===== src/rtl/fifo_byte_rd_cntr.sv =====
// Read-side pointer and byte unpacker for the DMA longword FIFO: fetches one longword
// at a time and presents its bytes to the consumer. Optional FIFO_BYTE_XFER_CNT_EN adds xfer_cnt.
module fifo_byte_rd_cntr #(
  parameter int DEPTH_LOG2 = 3,
  parameter bit BIG_ENDIAN = 1'b1
) (
  input  logic                  clk,
  input  logic                  rst_n,
  input  logic                  flush,
  input  logic [DEPTH_LOG2:0]   wr_ptr,
  input  logic [31:0]           rd_data,
  input  logic                  byte_req,
  output logic [7:0]            byte_out,
  output logic                  byte_valid,
  output logic [DEPTH_LOG2:0]   rd_ptr,
  output logic [1:0]            byte_ptr,
  output logic                  last_byte,
  output logic                  empty,
  output logic                  full,
  output logic [DEPTH_LOG2:0]   fill
`ifdef FIFO_BYTE_XFER_CNT_EN
  ,
  output logic [15:0]           xfer_cnt
`endif
);

  localparam int PW = DEPTH_LOG2 + 1;

  typedef enum logic [1:0] {
    IDLE  = 2'd0,
    FETCH = 2'd1,
    SERVE = 2'd2
  } state_t;

  state_t          state, state_nxt;
  logic [PW-1:0]   rd_ptr_nxt, rd_ptr_inc;
  logic [1:0]      byte_ptr_nxt;
  logic [31:0]     hold, hold_nxt;
  logic [7:0]      lane;
  logic            consume;

  // Pointer comparison: the MSB is the wrap bit, so equal low bits mean empty or full.
  assign empty      = (rd_ptr == wr_ptr);
  assign full       = (rd_ptr[DEPTH_LOG2] != wr_ptr[DEPTH_LOG2]) &&
                      (rd_ptr[DEPTH_LOG2-1:0] == wr_ptr[DEPTH_LOG2-1:0]);
  assign fill       = wr_ptr - rd_ptr;
  assign rd_ptr_inc = rd_ptr + PW'(1);

  assign byte_valid = (state == SERVE);
  assign last_byte  = byte_valid && (byte_ptr == 2'd3);
  assign consume    = byte_valid && byte_req;

  always_comb begin
    lane = 8'h00;
    case (byte_ptr)
      2'd0: lane = BIG_ENDIAN ? hold[31:24] : hold[7:0];
      2'd1: lane = BIG_ENDIAN ? hold[23:16] : hold[15:8];
      2'd2: lane = BIG_ENDIAN ? hold[15:8]  : hold[23:16];
      2'd3: lane = BIG_ENDIAN ? hold[7:0]   : hold[31:24];
      default: lane = 8'h00;
    endcase
    byte_out = byte_valid ? lane : 8'h00;
  end

  // NOTE: every variable gets a default before the case so no path leaves it unassigned (no latch).
  always_comb begin
    state_nxt    = state;
    rd_ptr_nxt   = rd_ptr;
    byte_ptr_nxt = byte_ptr;
    hold_nxt     = hold;
    case (state)
      IDLE: begin
        if (!empty) state_nxt = FETCH;
      end
      FETCH: begin
        hold_nxt     = rd_data;
        byte_ptr_nxt = 2'd0;
        state_nxt    = SERVE;
      end
      SERVE: begin
        if (consume) begin
          if (byte_ptr == 2'd3) begin
            rd_ptr_nxt   = rd_ptr_inc;
            byte_ptr_nxt = 2'd0;
            // Uses wr_ptr as seen at this edge, including a same-cycle writer advance.
            state_nxt    = (rd_ptr_inc != wr_ptr) ? FETCH : IDLE;
          end else begin
            byte_ptr_nxt = byte_ptr + 2'd1;
          end
        end
      end
      default: state_nxt = IDLE;
    endcase
    // Flush discards any partially consumed longword and wins over a consume.
    if (flush) begin
      state_nxt    = IDLE;
      rd_ptr_nxt   = '0;
      byte_ptr_nxt = 2'd0;
      hold_nxt     = 32'h0;
    end
  end

  // NOTE: sequential state uses non-blocking assignments so all registers update together at the edge.
  always_ff @(posedge clk or negedge rst_n) begin
    if (!rst_n) begin
      state    <= IDLE;
      rd_ptr   <= '0;
      byte_ptr <= 2'd0;
      // NOTE: the holding register is reset so byte_out is defined from the first cycle.
      hold     <= 32'h0;
    end else begin
      state    <= state_nxt;
      rd_ptr   <= rd_ptr_nxt;
      byte_ptr <= byte_ptr_nxt;
      hold     <= hold_nxt;
    end
  end

`ifdef FIFO_BYTE_XFER_CNT_EN
  always_ff @(posedge clk or negedge rst_n) begin
    if (!rst_n) begin
      xfer_cnt <= 16'h0000;
    end else if (flush) begin
      xfer_cnt <= 16'h0000;
    end else if (consume && (xfer_cnt != 16'hFFFF)) begin
      xfer_cnt <= xfer_cnt + 16'h0001;
    end
  end
`endif

endmodule


===== config.mk =====
export PLATFORM = sky130hd
export DESIGN_NAME = fifo_byte_rd_cntr
export DESIGN_NICKNAME = d
export VERILOG_FILES = /design/src/rtl/fifo_byte_rd_cntr.sv
export SDC_FILE = /design/constraint.sdc
export NUM_CORES = 1
export LEC_CHECK = 0
export ABC_AREA = 1
export BUFFER_PORTS_ARGS = -buffer_cell sky130_fd_sc_hd__buf_2
export CORE_ASPECT_RATIO = 0.6
export CORE_MARGIN = 2
export CORE_UTILIZATION = 56
export DETAILED_ROUTE_END_ITERATION = 7
export PLACE_DENSITY = 0.82
export REMOVE_ABC_BUFFERS = 1
export SYNTH_ARGS = -nofsm -noshare
export SYNTH_HDL_FRONTEND = slang
export SYNTH_SLANG_ARGS = --single-unit
export TNS_END_PERCENT = 5

===== constraint.sdc =====
create_clock -name clk -period 5.24 [get_ports clk]
set_clock_uncertainty 0.05 [all_clocks]
set_input_delay 1.572 -clock clk [delete_from_list [all_inputs] [get_ports clk]]
set_output_delay 1.572 -clock clk [all_outputs]
set_load 0.05 [all_outputs]

==> out/metrics.cfg, run 1 <==
[status]
run_status = finished, final reports clean

[floorplan]
core-area_sq_um = 3720
rows = 17
start_util = 0.594
die_height_um = 52.7
pin_count = 62
die_w_um = 85.1
die-area_sq_um = 4480

[global_routing]
antenna_found_initial = 0
grt_use_total = 0.244
grt_overflow = 0
met3_usage = 0.0614
grt_max_degree = 41
grt_use_met2 = 0.345
met1_usage = 0.365
grt_pass1_wl_um = 8100
grt_pass1_vias = 1715
grt_busiest_layer = met1

[logic_synthesis]
avgSynthCellArea_sq_um = 8.01
yosys_warnings = 0
synthesis.area_sq_um = 2210
async_reset_ff_frac = 1.00
synth-seq-area-share = 0.453
synth_edf_count = 0
synth_ff_type = dfrtp_1
post-synth-top-count-cell = nand2_1
synth_common_cells = nand2_1, dfrtp_1, o21ai_1, inv_1, o21ai_0
yosysUniqueCellTypes = 27
synth_top_area_cell = dfrtp_1
ys_top_cells_by_area = dfrtp_1, nand2_1, o21ai_1, ha_1, o21ai_2
synth-seq-cells = 40
netlist_instances = 276
synth_top_area_share = 0.453

[timing]
finalHoldViolCount = 0
final-max-slew-violation-count = 0
period_needed_ns = 4.39
fin_ws_ns = 0.855
slew_headroom = 0.433
fmax_ghz = 0.228
tns_ns = 0
post-route-period-util = 0.837
rsz0062_at_grt = false
finalSetupViolCount = 0
tightest_slew_ns = 0.850

[cts]
cts_root_buf = clkbuf_8
cts_setup_buffers = 0
clock-sinks = 40
clockBufferDepth = 2
cts_tree = built
cts_hold_buffers = 0
h-tree-depth = 2
path_clk_slew_ns = 0.08
insertion_delay_ns = 0.29
cts_resized = 0
cts_buffers = 5

[power]
switching_share = 0.324
clockPowerShare = 0.283
power.share.combinational = 0.209
p_sw_mw = 0.227
ir_drop_mv = 0.223
intPower_mw = 0.472
seqPwrFrac = 0.509
p_leak_nw = 1.30
power-per-cell-area_nw_per_um2 = 273

[placement]
dpl.hpwl_um = 3480
dpl_cell_area_sq_um = 2480
pre_cts_slack_ns = 0.873
port_buffers = 61
place.gp.congestion = 0.762

[min_path]
whs_path_depth = 2
hold_end = hold[5]
hp-start = hold[5]
holdCritPathClass = flip-flop to flip-flop

[routing]
vias = 1968
drt_first_iter_violations = 141
firstDrtPassIters = 4
routedWlPerCell_um = 13.2
drt-total-wl_um = 4960
drcViolationCount = 0
ant_nets = 0
via_per_inst = 5.22

[finish]
drive_gt1_frac = 0.264
diodes = 0
nNetsFinal = 379
area_delta_synth_final_pct = 15.8
nFillCells = 320
postLayoutCellArea_sq_um = 2560

[setup_path]
cp_data_required_time_ns = 3.62
critPathLaunchType = input pin
cp_max_fo = 3
arrival_ns = 2.76
slowest_stage = ha_1
ff2ff_setup_slack_ns = 3.29
crit_type = input pin to primary output
r2r_end = hold[30]
worst_setup_path_end_kind = primary output
r2r-start = state[1]
r2r_cells = 5
cp_slowest_stage_delay_ns = 0.33
cp_common_cell = buf_2
crit_chain = buf_2 > ha_1 > nand2_1 > o21ai_0 > xor2_1 > buf_2

[flow_run]
maxCapViolCount = 0

[critical path, delay by kind of cell]
family          cells  cell delay (ns)
xor+xnor            1             0.16
fa+ha+maj           1             0.33
buf+inv             2             0.39
compound gates      1             0.21
simple gates        1             0.09
[how the worst max path moves through the flow]
stage / startpoint / endpoint / slack, ns / cells past startpoint
2_1_floorplan: wr_ptr[0] / empty / 0.53 / 6
5_1_grt: wr_ptr[2] / fill[3] / 0.82 / 6
3_5_place_dp: wr_ptr[2] / fill[3] / 0.87 / 6
4_1_cts: wr_ptr[2] / fill[3] / 0.87 / 6
6_report: wr_ptr[2] / fill[3] / 0.85 / 6
3_3_place_gp: wr_ptr[2] / fill[3] / 0.92 / 6
[cell families after synthesis]
kind of cell / after synthesis / synth area share
fa+ha+maj: 9 / 0.0544
flops: 40 / 0.453
simple gates: 122 / 0.221
xor+xnor: 2 / 0.00793
compound gates: 68 / 0.180
buf+inv: 35 / 0.0844
[layout make-up]
class | count | area (sq um) | share of cell area
multi-input combinational | 201 | 1030 | 0.402
clock inverter | 2 | 12.5 | 0.00489
timing repair buffer | 62 | 313 | 0.122
tap | 47 | 58.8 | 0.0230
inverter | 20 | 75.1 | 0.0293
sequential | 40 | 1000 | 0.391
clock buffer | 5 | 68.8 | 0.0269
[power by group through the flow]
| stage | sequential [mW] | clock (mW) | combinational (mW) |
|---|---|---|---|
| 6_report | 0.355 | 0.198 | 0.146 |
| 3_3_place_gp | 0.360 | 0 | 0.143 |
| 3_5_place_dp | 0.360 | 0 | 0.146 |
| 5_1_grt | 0.359 | 0.217 | 0.162 |
| 4_1_cts | 0.355 | 0.201 | 0.146 |
| 2_1_floorplan | 0.359 | 0 | 0.0952 |
[flip-flops by register name, indices dropped and copies added, names as in the netlist]
signal    flops
state         2
byte_ptr      2
hold         32
rd_ptr        4
[metal layers]
layer	routed length, um	vias to the layer above
met4	37	0
met3	423	3
met2	1970	70
met1	2530	892
met5	0	-
li1	-	1003
[per-stage QoR]
step / hold WS [ns] / std cells / util / power [mW]
after global placement: 0.414 / 370 / 0.666 / 0.503
after global routing: 0.456 / 377 / 0.687 / 0.738
after CTS: 0.443 / 377 / 0.687 / 0.703
after floorplan: 0.400 / 261 / - / 0.455
final: 0.439 / 377 / 0.687 / 0.699
after detailed placement: 0.423 / 370 / 0.666 / 0.506
[layout by cell type, fill, tap and decap left out, drive strengths merged, types with 5 or more instances in the layout]
cell	Yosys	layout
nand2	102	102
buf	14	62
o21ai	46	46
dfrtp	40	40
inv	20	20
a21oi	12	12
nand3	10	10
nor2	9	9
a31oi	8	8
ha	8	8
clkbuf	1	5
No activity file was read; power rests on OpenSTA's default activity.
==> inputs of run 2 (changes only) <==
--- a/config.mk
+++ b/config.mk
@@ -5,13 +5,13 @@
 export SDC_FILE = /design/constraint.sdc
 export NUM_CORES = 1
 export LEC_CHECK = 0
-export ABC_AREA = 1
+export ABC_AREA = 0
 export BUFFER_PORTS_ARGS = -buffer_cell sky130_fd_sc_hd__buf_2
 export CORE_ASPECT_RATIO = 0.6
 export CORE_MARGIN = 2
-export CORE_UTILIZATION = 56
+export CORE_UTILIZATION = 50
 export DETAILED_ROUTE_END_ITERATION = 7
-export PLACE_DENSITY = 0.82
+export PLACE_DENSITY = 0.75
 export REMOVE_ABC_BUFFERS = 1
 export SYNTH_ARGS = -nofsm -noshare
 export SYNTH_HDL_FRONTEND = slang
==> constraint.sdc (replaced) <==
create_clock -name clk -period 4.1 [get_ports clk]
set_clock_uncertainty 0.05 [all_clocks]
set_input_delay 1.23 -clock clk [delete_from_list [all_inputs] [get_ports clk]]
set_output_delay 1.23 -clock clk [all_outputs]
set_load 0.05 [all_outputs]
==> run 2 against run 1 <==
Cell area fell by 7.6%. Critical path depth did not move. Flip-flop and latch count did not move. Count of clock-buffer cells in the layout rose by 1. Synthesized cell count fell by 37%. Die area rose by 0.13%. Cell count fell by 26%. Sequential power rose by 26%. Critical path type unchanged. Largest power group unchanged. Highest routed layer unchanged.
==> out/metrics.cfg, run 2 <==
[logic_synthesis]
synthesis.area_sq_um = 1980
post-synth-top-count-cell = dfrtp_1
yosys.area_share.adder = 0.0608
synth-seq-cells = 40
netlist_instances = 175
yosys_warnings = 0
yosysUniqueCellTypes = 34
avgSynthCellArea_sq_um = 11.3
synth-seq-area-share = 0.507
synth_common_cells = dfrtp_1, a22o_1, a21oi_1, inv_1, o21ai_0
synth_ff_type = dfrtp_1
synth_top_family_by_area = compound AO/OA/AOI/OAI gates
synth_edf_count = 0
synth-compound-area-share = 0.260
synth_top_area_share = 0.507
synth-simple-area-share = 0.0678
async_reset_ff_frac = 1.00
ys_top_cells_by_area = dfrtp_1, a22o_1, ha_1, a222oi_1, a21oi_1
synth_top_area_cell = dfrtp_1
synthXorXnorAreaFrac = 0.0399
synthMuxAreaShare = 0.00507

[finish]
top_register = hold
diodes = 0
final_common_cell = buf_2
drive_gt1_frac = 0.319
area_delta_synth_final_pct = 19.7
final_cell_mix = buf_2, dfrtp_1, a22o_1, a21oi_1
reg_top3 = hold x32, rd_ptr x4
nNetsFinal = 281
largest_reg_flops = 32

[floorplan]
die_height_um = 52.7
die_w_um = 85.2
start_util = 0.531
die-area_sq_um = 4490
core-area_sq_um = 3720
pin_count = 62
rows = 17

[status]
run_status = finished, final reports clean

[routing]
ant_nets = 0
vias = 1595
drt-total-wl_um = 4680
drt_first_iter_violations = 132
via_per_inst = 5.72
routedWlPerCell_um = 16.8
drcViolationCount = 0
firstDrtPassIters = 4

[cts]
cts_root_buf = clkbuf_8
cts_buffers = 5
cts_resized = 0
path_clk_slew_ns = 0.07
insertion_delay_ns = 0.29
cts_tree = built
clockBufferDepth = 2
clock-sinks = 40
cts_hold_buffers = 0
cts_setup_buffers = 0
h-tree-depth = 2

[global_routing]
grt_overflow = 0
grt_pass1_wl_um = 7370
grt_pass1_vias = 1453
antenna_found_initial = 0
grt_max_degree = 41
grt_use_total = 0.219

[timing]
finalHoldViolCount = 0
tightest_slew_ns = 0.857
slew_headroom = 0.429
finalSetupViolCount = 0
fin_ws_ns = 0.389
tns_ns = 0
rsz0062_at_grt = false
final-max-slew-violation-count = 0
period_needed_ns = 3.71
fmax_ghz = 0.269
post-route-period-util = 0.905

[power]
p_leak_nw = 1.22
ir_drop_mv = 0.216
power-per-cell-area_nw_per_um2 = 354

[placement]
port_buffers = 61
place.gp.congestion = 0.793
dpl.hpwl_um = 3200
pre_cts_slack_ns = 0.386

[setup_path]
crit_type = input pin to primary output
r2r_cells = 4
cp_data_required_time_ns = 2.82
worst_setup_path_end_kind = primary output
arrival_ns = 2.43
critPathLaunchType = input pin
cp_max_fo = 3

[min_path]
whs_path_depth = 1
holdCritPathClass = flip-flop to flip-flop

[flow_run]
maxCapViolCount = 0

## run 2: changes by cell type in the layout (fill, tap and decap cells not counted), moves of 4 or more
cell,delta
a222oi_1,+8
a22o_1,+32
a31oi_1,-6
inv_1,-8
nand2_1,-97
nand3_1,-6
o21ai_0,-5
o21ai_1,-21
o21ai_2,-10
xor2_1,+4
## run 2: worst paths after layout
path                              from         to  slack [ns]
max in group asynchronous        rst_n   hold[20]        2.46
min                           hold[26]   hold[26]        0.45
max                          wr_ptr[1]    fill[3]        0.39
min in group asynchronous        rst_n   state[0]        1.00
max reg2reg                byte_ptr[1]  rd_ptr[3]        2.20
min reg2reg                   hold[26]   hold[26]        0.45
## run 2: power by group
group          internal, mW  switching (mW)
clock network         0.116           0.126
registers             0.425          0.0232
logic                0.0539          0.0935
## run 2: cell families after synthesis
kind of cell,after synthesis
and+or+nand+nor,24
adders and majority gates,9
buffers and inverters,24
AOI/OAI and AO/OA,68
xor gates and xnor gates,9
muxes,1
DFF,40
## run 2: worst max-delay path: stages
cell     delay (ns)
buf_2          0.12
ha_1           0.30
a21o_1         0.18
a21oi_1        0.17
xor2_1         0.15
buf_2          0.27
## run 2: layout make-up
type	instances	area [sq um]
clock buffers	6	72.6
repair buffers	63	320
inverters	11	41.3
flip-flops and latches	40	1000
multi-input cells	111	866
clock inverters	1	5.00
fillers	301	1360
well taps	47	58.8
## run 2: stage by stage
| stage | total power [mW] | cell area [sq um] | cells | utilization | hold WS [ns] |
|---|---|---|---|---|---|
| 2_1_floorplan | 0.539 | 1900 | 162 | - | 0.418 |
| 3_3_place_gp | 0.600 | 2290 | 272 | 0.614 | 0.433 |
| 3_5_place_dp | 0.603 | 2290 | 272 | 0.614 | 0.437 |
| 4_1_cts | 0.846 | 2360 | 279 | 0.635 | 0.456 |
| 5_1_grt | 0.875 | 2360 | 279 | 0.635 | 0.471 |
| 6_report | 0.837 | 2360 | 279 | 0.635 | 0.454 |
## run 2: layer usage
metal / part of all wire / global-route usage / up-vias / wire length, um
met4: 0.0096 / 0.0714 / 0 / 45
met2: 0.42 / 0.311 / 56 / 1970
met3: 0.083 / 0.0646 / 5 / 388
met5: 0 / 0 / - / 0
met1: 0.49 / 0.320 / 764 / 2280
li1: - / - / 770 / -
